## src/rtl/mul_div_unit_pkg.sv

```systemverilog
// rtl/mul_div_unit_pkg.sv - op codes, FSM states and op decode helpers for the mul/div unit
package mul_div_unit_pkg;

  localparam logic [2:0] MDU_MULT  = 3'd0;
  localparam logic [2:0] MDU_MULTU = 3'd1;
  localparam logic [2:0] MDU_DIV   = 3'd2;
  localparam logic [2:0] MDU_DIVU  = 3'd3;
  localparam logic [2:0] MDU_MTHI  = 3'd4;
  localparam logic [2:0] MDU_MTLO  = 3'd5;

  typedef enum logic [1:0] {
    MDU_IDLE = 2'd0,
    MDU_RUN  = 2'd1,
    MDU_FIN  = 2'd2
  } mdu_state_e;

  function automatic logic op_is_signed(logic [2:0] op);
    return (op == MDU_MULT) || (op == MDU_DIV);
  endfunction

  // Codes 0..3 are the iterative ops; everything else never enters RUN.
  function automatic logic op_is_muldiv(logic [2:0] op);
    return !op[2];
  endfunction

endpackage

```

## src/rtl/mul_div_unit_if.sv

```systemverilog
// rtl/mul_div_unit_if.sv - start/busy/done request bus and HI/LO outputs of the mul/div unit
interface mul_div_unit_if #(
  parameter int WIDTH = 32
);
  logic             start;
  logic [2:0]       op;
  logic [WIDTH-1:0] a;
  logic [WIDTH-1:0] b;
  logic             flush;
  logic             busy;
  logic             done;
  logic             div0;
  logic [WIDTH-1:0] hi;
  logic [WIDTH-1:0] lo;

  modport master (output start, op, a, b, flush, input busy, done, div0, hi, lo);
  modport slave  (input start, op, a, b, flush, output busy, done, div0, hi, lo);
endinterface

```

## src/rtl/mul_div_unit_sign_fix.sv

```systemverilog
// rtl/mul_div_unit_sign_fix.sv - conditional two's-complement negate (abs-in / sign-out helper)
module mdu_sign_fix #(
  parameter int W = 32
) (
  input  logic [W-1:0] i_val,
  input  logic         i_neg,
  output logic [W-1:0] o_val
);
  assign o_val = i_neg ? ('0 - i_val) : i_val;
endmodule

```

## src/rtl/mul_div_unit.sv

```systemverilog
// rtl/mul_div_unit.sv - bit-serial MULT/MULTU/DIV/DIVU engine owning HI/LO, plus MTHI/MTLO
module mul_div_unit
  import mul_div_unit_pkg::*;
#(
  parameter int WIDTH = 32
) (
  input logic           i_clk,
  input logic           i_rst_n,
  mul_div_unit_if.slave bus
);
  localparam int CNT_W = $clog2(WIDTH);

  mdu_state_e         r_state, w_next;
  logic [CNT_W-1:0]   r_cnt;
  logic [2*WIDTH-1:0] r_prod;
  logic [WIDTH-1:0]   r_opb, r_a_raw, r_hi, r_lo;
  logic               r_is_div, r_neg_q, r_neg_r, r_div0_pend, r_done, r_div0;

  logic               w_signed, w_is_div, w_take, w_accept;
  logic [WIDTH-1:0]   w_abs_a, w_abs_b, w_rem_fix;
  logic [2*WIDTH-1:0] w_prod_fix, w_mul_next, w_div_next;
  logic [WIDTH:0]     w_mul_sum, w_div_trial;

  assign w_signed = op_is_signed(bus.op);
  assign w_is_div = (bus.op == MDU_DIV) || (bus.op == MDU_DIVU);
  assign w_take   = bus.start && !bus.flush && (r_state == MDU_IDLE);
  assign w_accept = w_take && op_is_muldiv(bus.op);

  mdu_sign_fix #(.W(WIDTH)) u_abs_a (.i_val(bus.a), .i_neg(w_signed && bus.a[WIDTH-1]), .o_val(w_abs_a));
  mdu_sign_fix #(.W(WIDTH)) u_abs_b (.i_val(bus.b), .i_neg(w_signed && bus.b[WIDTH-1]), .o_val(w_abs_b));
  // Low half of the negated {rem,quot} word equals the negated quotient, so one 2W fixer serves both ops.
  mdu_sign_fix #(.W(2*WIDTH)) u_fix_prod (.i_val(r_prod), .i_neg(r_neg_q), .o_val(w_prod_fix));
  mdu_sign_fix #(.W(WIDTH)) u_fix_rem (.i_val(r_prod[2*WIDTH-1:WIDTH]), .i_neg(r_neg_r), .o_val(w_rem_fix));

  // Multiply: r_prod = {partial, multiplier}; add multiplicand on the low bit, shift right.
  assign w_mul_sum  = {1'b0, r_prod[2*WIDTH-1:WIDTH]} + {1'b0, {WIDTH{r_prod[0]}} & r_opb};
  assign w_mul_next = {w_mul_sum, r_prod[WIDTH-1:1]};

  // Divide: r_prod = {remainder, dividend/quotient}; restoring trial subtract on a W+1 bit remainder.
  assign w_div_trial = {r_prod[2*WIDTH-1:WIDTH], r_prod[WIDTH-1]} - {1'b0, r_opb};
  assign w_div_next  = w_div_trial[WIDTH] ? {r_prod[2*WIDTH-2:0], 1'b0}
                                          : {w_div_trial[WIDTH-1:0], r_prod[WIDTH-2:0], 1'b1};

  always_ff @(posedge i_clk or negedge i_rst_n) begin
    if (!i_rst_n) r_state <= MDU_IDLE;
    else          r_state <= w_next;
  end

  always_comb begin
    w_next = r_state;
    case (r_state)
      MDU_IDLE: if (w_accept) w_next = MDU_RUN;
      MDU_RUN: begin
        if (bus.flush)                                w_next = MDU_IDLE;
        else if (r_cnt == CNT_W'(WIDTH - 1))          w_next = MDU_FIN;
      end
      MDU_FIN:  w_next = MDU_IDLE;
      default:  w_next = MDU_IDLE;
    endcase
  end

  always_ff @(posedge i_clk or negedge i_rst_n) begin
    if (!i_rst_n) begin
      r_cnt       <= '0;
      r_prod      <= '0;
      r_opb       <= '0;
      r_a_raw     <= '0;
      r_hi        <= '0;
      r_lo        <= '0;
      r_is_div    <= 1'b0;
      r_neg_q     <= 1'b0;
      r_neg_r     <= 1'b0;
      r_div0_pend <= 1'b0;
      r_done      <= 1'b0;
      r_div0      <= 1'b0;
    end else begin
      r_done <= 1'b0;
      r_div0 <= 1'b0;
      case (r_state)
        MDU_IDLE: begin
          if (w_accept) begin
            r_cnt       <= '0;
            r_is_div    <= w_is_div;
            r_a_raw     <= bus.a;
            r_prod      <= {{WIDTH{1'b0}}, (w_is_div ? w_abs_a : w_abs_b)};
            r_opb       <= w_is_div ? w_abs_b : w_abs_a;
            r_neg_q     <= w_signed && (bus.a[WIDTH-1] ^ bus.b[WIDTH-1]);
            r_neg_r     <= w_signed && bus.a[WIDTH-1];
            r_div0_pend <= w_is_div && (bus.b == '0);
          end else if (w_take && bus.op == MDU_MTHI) begin
            r_hi <= bus.a;
          end else if (w_take && bus.op == MDU_MTLO) begin
            r_lo <= bus.a;
          end
        end
        MDU_RUN: begin
          if (!bus.flush) begin
            r_cnt  <= r_cnt + 1'b1;
            r_prod <= r_is_div ? w_div_next : w_mul_next;
          end
        end
        MDU_FIN: begin
          if (!bus.flush) begin
            r_done <= 1'b1;
            r_div0 <= r_div0_pend;
            if (r_div0_pend) begin
              r_hi <= r_a_raw;
              r_lo <= '1;
            end else if (r_is_div) begin
              r_hi <= w_rem_fix;
              r_lo <= w_prod_fix[WIDTH-1:0];
            end else begin
              {r_hi, r_lo} <= w_prod_fix;
            end
          end
        end
        default: ;
      endcase
    end
  end

  assign bus.busy = (r_state != MDU_IDLE);
  assign bus.done = r_done;
  assign bus.div0 = r_div0;
  assign bus.hi   = r_hi;
  assign bus.lo   = r_lo;

endmodule

```

## src/flat_wrapper.sv

```systemverilog
// flat-port wrapper written by rule: the top's interface ports become plain ports
module mul_div_unit_flat import mul_div_unit_pkg::*;
#(
  parameter int WIDTH = 32
)
  (i_clk, i_rst_n, bus_start, bus_op, bus_a, bus_b, bus_flush, bus_busy, bus_done, bus_div0, bus_hi, bus_lo);
  mul_div_unit_if #(.WIDTH(WIDTH)) bus_i ();
  input logic i_clk;
  input logic i_rst_n;
  input wire logic [$bits(bus_i.start)-1:0] bus_start;
  input wire logic [$bits(bus_i.op)-1:0] bus_op;
  input wire logic [$bits(bus_i.a)-1:0] bus_a;
  input wire logic [$bits(bus_i.b)-1:0] bus_b;
  input wire logic [$bits(bus_i.flush)-1:0] bus_flush;
  output wire logic [$bits(bus_i.busy)-1:0] bus_busy;
  output wire logic [$bits(bus_i.done)-1:0] bus_done;
  output wire logic [$bits(bus_i.div0)-1:0] bus_div0;
  output wire logic [$bits(bus_i.hi)-1:0] bus_hi;
  output wire logic [$bits(bus_i.lo)-1:0] bus_lo;
  assign bus_i.start = bus_start;
  assign bus_i.op = bus_op;
  assign bus_i.a = bus_a;
  assign bus_i.b = bus_b;
  assign bus_i.flush = bus_flush;
  assign bus_busy = bus_i.busy;
  assign bus_done = bus_i.done;
  assign bus_div0 = bus_i.div0;
  assign bus_hi = bus_i.hi;
  assign bus_lo = bus_i.lo;
  mul_div_unit #(.WIDTH(WIDTH)) u_core (.i_clk(i_clk), .i_rst_n(i_rst_n), .bus(bus_i));
endmodule
```

## config.mk

```make
export PLATFORM = sky130hd
export DESIGN_NAME = mul_div_unit_flat
export DESIGN_NICKNAME = d
export VERILOG_FILES = /design/src/rtl/mul_div_unit_pkg.sv /design/src/rtl/mul_div_unit_if.sv /design/src/rtl/mul_div_unit_sign_fix.sv /design/src/rtl/mul_div_unit.sv /design/src/flat_wrapper.sv
export SDC_FILE = /design/constraint.sdc
export NUM_CORES = 1
export LEC_CHECK = 0
export BUFFER_PORTS_ARGS = -buffer_cell sky130_fd_sc_hd__buf_2
export CORE_UTILIZATION = 37
export DETAILED_ROUTE_END_ITERATION = 8
export HOLD_SLACK_MARGIN = 0.05
export PLACE_DENSITY = 0.55
export SYNTH_ARGS = -nofsm -noshare
export SYNTH_HDL_FRONTEND = slang
export SYNTH_SLANG_ARGS = --single-unit
```

## constraint.sdc

```tcl
create_clock -name i_clk -period 3.5 [get_ports i_clk]
set_clock_uncertainty 0.1 [all_clocks]
set_input_delay 0.7 -clock i_clk [delete_from_list [all_inputs] [get_ports i_clk]]
set_output_delay 0.7 -clock i_clk [all_outputs]
set_load 0.01 [all_outputs]
```

Word level (Yosys, flattened, before mapping)
Index checks and enable logic that the tools add are counted.

operators by class
  add/subtract/negate cells = 7
  equal/unequal tests = 15
  multiplexer cells = 34
  bitwise operators = 2
  reductions and logical operators = 24

operators with widths
  kind                                                number
  2-to-1 mux 32 bit                                   15
  2-to-1 mux 64 bit                                   5
  one-hot mux 32 bit (2 select lines)                 2
  one-hot mux 64 bit (2 select lines)                 1
  subtractor 1 x 32 -> 32 bit (first input constant)  3
  subtractor 1 x 64 -> 64 bit (first input constant)  1
  adder 32 x 32 -> 33 bit                             1
  subtractor 33 x 32 -> 33 bit                        1
  bitwise AND 32 bit                                  1
  zero test 32 bit                                    1
  != test 2 bit (second input constant)               6
  2-to-1 mux 5 bit                                    2
  one-hot mux 5 bit (2 select lines)                  1
  logical AND 1 bit                                   9
  == test 3 x 2 -> 1 bit (second input constant)      2
  == test 3 bit (second input constant)               2
  2-to-1 mux 2 bit                                    3
  nonzero test 2 bit                                  3
  adder 5 x 1 -> 5 bit (second input constant)        1
  == test 5 bit (second input constant)               1
  AND reduction 5 bit                                 1
  2-to-1 mux 1 bit                                    4
  one-hot mux 2 bit (2 select lines)                  1
  AND reduction 2 bit                                 2
  11 further kinds                                    13

storage, ports and cells
  register bits = 205
  input port bits = 71
  output and inout bits = 67

Longest topological paths before layout
  depth after elaboration = 8
  mapped depth = 14

Modules after synthesis
A second synthesis with hierarchy kept.

unflattened totals
  cell total of the unflattened synthesis = 2301
  area, all modules = 18081.1 µm²

modules (own cells, without submodules)
  module                             instances  cells an instance  area an instance (µm²)  sequential area each (µm²)
  mul_div_unit                       1          1779               14326.2                 5129.9
  mdu_sign_fix (u_core.u_abs_a ...)  3          108                767.0                   0.0
  mdu_sign_fix (u_core.u_fix_prod)   1          198                1453.9                  0.0

Worst setup path after synthesis
OpenSTA, ideal clock, no wires.

  path kind = reg2reg
  start = register u_core.r_prod[31]
  end = register u_core.r_prod[42]
  library setup time = 0.134 ns
  data arrival time = 3.258 ns
  required time = 3.266 ns
  setup slack = 0.008 ns
  stages on the path, launching flop included = 15
  buffers on the path = 2
  period minus slack after synthesis = 3.492 ns
  cells stage by stage = dfrtp_1 -> inv_1 -> ha_1 -> fa_1 -> nand2b_1 -> a21oi_1 -> o22a_1 -> a21oi_2 -> o31ai_1 -> a2111oi_4 -> nor2_1 -> buf_4 -> buf_2 -> mux2i_1 -> o21ai_0

between the ends
  longest elaborated chain between the ends = 5

ends and longest elaborated chain
  what                                 RTL line            RTL
  from (decl)                          mul_div_unit.sv:15  logic [2*WIDTH-1:0] r_prod;
  from (signal assigned)               mul_div_unit.sv:85  r_prod <= {{WIDTH{1'b0}}, (w_is_div ? w_abs_a : w_abs_b)};
  from (signal assigned)               mul_div_unit.sv:99  r_prod <= r_is_div ? w_div_next : w_mul_next;
  subtractor 33 x 32 -> 33 bit         mul_div_unit.sv:40  assign w_div_trial = {r_prod[2*WIDTH-1:WIDTH], r_prod[WIDTH-1]} - {1'b0, r_opb};
  2-to-1 mux 64 bit                    mul_div_unit.sv:41  assign w_div_next = w_div_trial[WIDTH] ? {r_prod[2*WIDTH-2:0], 1'b0}
  2-to-1 mux 64 bit                    mul_div_unit.sv:99
  2-to-1 mux 64 bit                    mul_div_unit.sv:97  if (!bus.flush) begin
  one-hot mux 64 bit (2 select lines)  mul_div_unit.sv:79  case (r_state)

No other way between the ends. The select of a mux whose other input is x is not followed.
A chain may end at the register's enable or synchronous reset.

Final worst setup path
  start = register u_core.r_opb[27]
  end = register u_core.r_prod[59]

between the ends
  longest elaborated chain between the ends = 5
  elaborated cells between the ends (all ways) = 7
  those cells by class = add/sub (2); mux (4); bitwise (1)

ends and longest elaborated chain
  what                                                                RTL line                                RTL
  from (decl)                                                         mul_div_unit.sv:16                      logic [WIDTH-1:0] r_opb, r_a_raw, r_hi, r_lo;
  from (signal assigned)                                              mul_div_unit.sv:86                      r_opb <= w_is_div ? w_abs_b : w_abs_a;
  subtractor 33 x 32 -> 33 bit or bitwise AND 32 bit (tied branches)  mul_div_unit.sv:40, mul_div_unit.sv:36
  2-to-1 mux 64 bit or adder 32 x 32 -> 33 bit (tied branches)        mul_div_unit.sv:41, mul_div_unit.sv:36
  2-to-1 mux 64 bit *                                                 mul_div_unit.sv:99
  2-to-1 mux 64 bit *                                                 mul_div_unit.sv:97
  one-hot mux 64 bit (2 select lines) *                               mul_div_unit.sv:79

Every way passes the cells marked *; elsewhere a longest branch is shown, timed or not. The select of a mux whose other input is x is not followed.

==> results by group <==
Outcome
  • Status: complete, no violations

Logic synthesis
  • Top post-synthesis cells by count: nand2_1, nor2_1, dfrtp_1
  • Yosys top cell by area: dfrtp_1
  • Mapped Nets: 2327
  • Fraction of registers with async set/reset: 1.00
  • Mean Syn Cell Area: 7.71 um2
  • Main area contributors after synthesis: dfrtp_1, nand2_1, o21ai_0, a21oi_1, xnor2_1
  • Yosys reg bits: 205
  • Synth warn: 0
  • Mapped Cells: 2184
  • EDFF count, synth: 0
  • Sequential area share after synthesis: 0.305
  • Synth unique cells: 81
  • Top-area cell type share of the netlist area: 0.305
  • Top-count cell post-synth: nand2_1
  • Mapped Area: 16800 um2
  • Primary FF master, synth: dfrtp_1

Worst setup path
  • Critical path endpoint category: flip-flop
  • CP peak stage delay: 0.55 ns
  • CP Cell Sequence: inv_1, ha_1, nand2_1, o211ai_1, a21o_1, a211oi_2, nor2_1, o41ai_2, a21boi_0, a31o_2, a221o_1
  • Worst EP arrival: 3.81 ns
  • Worst path required time: 3.84 ns
  • Startpoint types: flip-flop
  • Setup CP Type: flip-flop to flip-flop
  • Critical path fanouts, max: 7
  • CP max-delay cell: o41ai_2

STA
  • Fin. Hold Viols: 0
  • Setup TNS: 0 ns
  • Final Cycle Share: 0.991
  • Hold slack: 0.0463 ns
  • RSZ-0062 raised after global routing: true
  • Max-slew headroom: 0.246
  • Fmax: 288 MHz
  • Final min period: 3.47 ns
  • Tightest Pin Transition: 1.13 ns
  • Final Max Slew Viols: 0
  • Setup violators final: 0

Clock tree
  • Clock buffer count from CTS: 26
  • Hold buffers post-CTS: 0
  • # clock sinks: 205
  • H-tree depth: 1
  • Clock-pin slew on the worst setup and hold paths: 0.07 ns
  • Root Driver: clkbuf_16
  • CTS max path bufs: 3
  • CTS tree: yes
  • Clock Latency Late Sink: 0.56 ns

Layout
  • Final net count: 2542
  • Area delta synth->final: 20.6%
  • Fin util: 0.456
  • Final Instance Count excl. Fillers: 3012
  • Design area: 20300 um2
  • Share of layout cells above drive strength 1: 0.177

GRT
  • Gr ovfl total: 0
  • Global-route usage over all layers: 0.305
  • Vias in the first global route: 17100
  • Largest net degree at the start of global routing: 71
  • Initial antenna violation count: 2
  • First-pass GRT wire length: 108000 um

Route
  • Drt pass-1 iters: 6
  • Post-Route WL: 72300 um
  • DR vias/cell: 6.00
  • Vias: 18100
  • Post-route ant nets: 0
  • WL/cell: 24.0 um
  • Initial DRC Count: 2247
  • # DRC: 0

Pwr
  • Pwr dens: 829 nW/um2
  • P_leak: 9.33 nW
  • VDD IR max: 416 uV

Die
  • Die area: 46400 um2
  • Core area: 44500 um2
  • Die Width: 215 um
  • Placement row count: 77
  • Die Y: 215 um
  • IO Pins: 138
  • Initial core utilization: 0.378

Place
  • Detailed Place HPWL: 56200 um
  • Area of placed instances: 19300 um2
  • Placed cells: 2961
  • Port Buffers: 137
  • Gp weighted congestion: 1.02

Min path
  • Worst Hold Class: input port to asynchronous set/reset pin

Flow run
  • Max Cap Violations: 0
[flip-flops by register name, indices dropped and copies added, names as in the netlist]
name,cells
u_core.r_prod,64
u_core.bus.hi,32
u_core.bus.lo,32
u_core.r_a_raw,32
u_core.r_opb,32
u_core.r_cnt,5
u_core.r_state,2
u_core.bus.div0,1
u_core.bus.done,1
u_core.r_div0_pend,1
u_core.r_is_div,1
u_core.r_neg_q,1
u_core.r_neg_r,1
[per-layer routing]
layer | GRT usage | routed length, um | up-vias
li1 | - | - | 8295
met1 | 0.433 | 32000 | 8820
met2 | 0.470 | 32000 | 828
met3 | 0.0425 | 5630 | 125
met4 | 0.107 | 2670 | 0
met5 | 0 | 0 | -
[cells in the final DEF (no fill, tap or decap), types with 6 or more instances in the layout]
master	netlist	final
nor2b_1	14	11
o31ai_1	18	17
buf_4	1	188
buf_2	3	136
a31o_2	8	8
o21ai_0	197	194
clkinv_2	0	6
a211oi_1	12	11
and3_1	25	25
inv_1	65	64
o211ai_1	21	21
nand2_1	295	295
a22oi_1	28	28
and4_1	6	6
a21oi_1	188	188
nand4_1	18	18
nor2_1	206	204
or4_1	10	10
and2_1	9	9
xor2_1	65	65
ha_1	70	70
o41ai_1	11	11
a21o_1	41	41
o221ai_1	18	18
nand2b_1	23	21
dfrtp_1	205	203
or3_1	21	21
o22ai_1	35	35
xnor2_1	106	106
mux2i_1	52	52
nand3_1	46	46
o21a_1	9	9
o21ai_1	6	7
a31oi_1	32	31
clkbuf_16	0	27
nor4_1	19	18
nor3_1	52	51
[what timing repair did]
item,4_1_cts,5_1_grt
gates resized for setup,0,19
endpoints found under the setup margin,0,33
buffers inserted,0,2
[path summary, 6_finish.rpt]
path / depth (start not counted) / endpoint / from / slack, ns
hold reg to reg: 2 / u_core.bus.lo[18] / u_core.bus.lo[18] / 0.37
setup reg to reg: 11 / u_core.r_prod[59] / u_core.r_opb[27] / 0.03
min in group i_clk: 2 / u_core.bus.lo[18] / u_core.bus.lo[18] / 0.37
hold / removal: 1 / u_core.bus.done / i_rst_n / 0.05
setup / recovery: 11 / u_core.r_prod[59] / u_core.r_opb[27] / 0.03
max in group asynchronous: 2 / u_core.r_is_div / i_rst_n / 2.34
[per-stage QoR]
step	power [W]	worst slack [ns]
global route	0.0178	-0.0458
finish	0.0168	0.0307
global placement	0.0134	0.0267
floorplan	0.00960	0.00771
detailed placement	0.0134	0.0563
CTS	0.0165	0.0438
[where the power goes]
part           total, W  internal [W]  switching [W]
clock network   0.00302       0.00184        0.00118
logic            0.0101       0.00413        0.00599
registers       0.00368       0.00298       0.000705
total            0.0168       0.00895        0.00787
[critical path: cells and delay by family, from the launching register on]
family | cells | cell delay [ns]
simple gates | 2 | 0.27
fa+ha+maj | 1 | 0.41
compound gates | 7 | 2.02
flops | 1 | 0.44
buf+inv | 1 | 0.11
[area by class of cell]
cell class	instances	area [um2]
Timing Repair Buffer	333	2240
Clock buffer	33	728
Tap cell	592	741
Antenna cell	1	2.50
Fill cell	4547	24200
Sequential cell	205	5130
Inverter	65	244
Multi-Input combinational cell	1768	11000
Clock inverter	15	214
[cell families (layout without fill, tap and decap cells)]
| family | Yosys count | count (layout) | share of synthesized area |
|---|---|---|---|
| AO/OA/AOI/OAI | 692 | 692 | 0.257 |
| XOR/XNOR | 171 | 171 | 0.0889 |
| adder cells (fa/ha/maj) | 72 | 72 | 0.0544 |
| buffers and inverters | 211 | 446 | 0.0479 |
| flip-flops | 205 | 205 | 0.305 |
| multiplexers | 57 | 57 | 0.0342 |
| other | 0 | 1 | 0 |
| AND/OR/NAND/NOR | 776 | 776 | 0.213 |
Note: power is estimated with default switching activity, not from simulation.
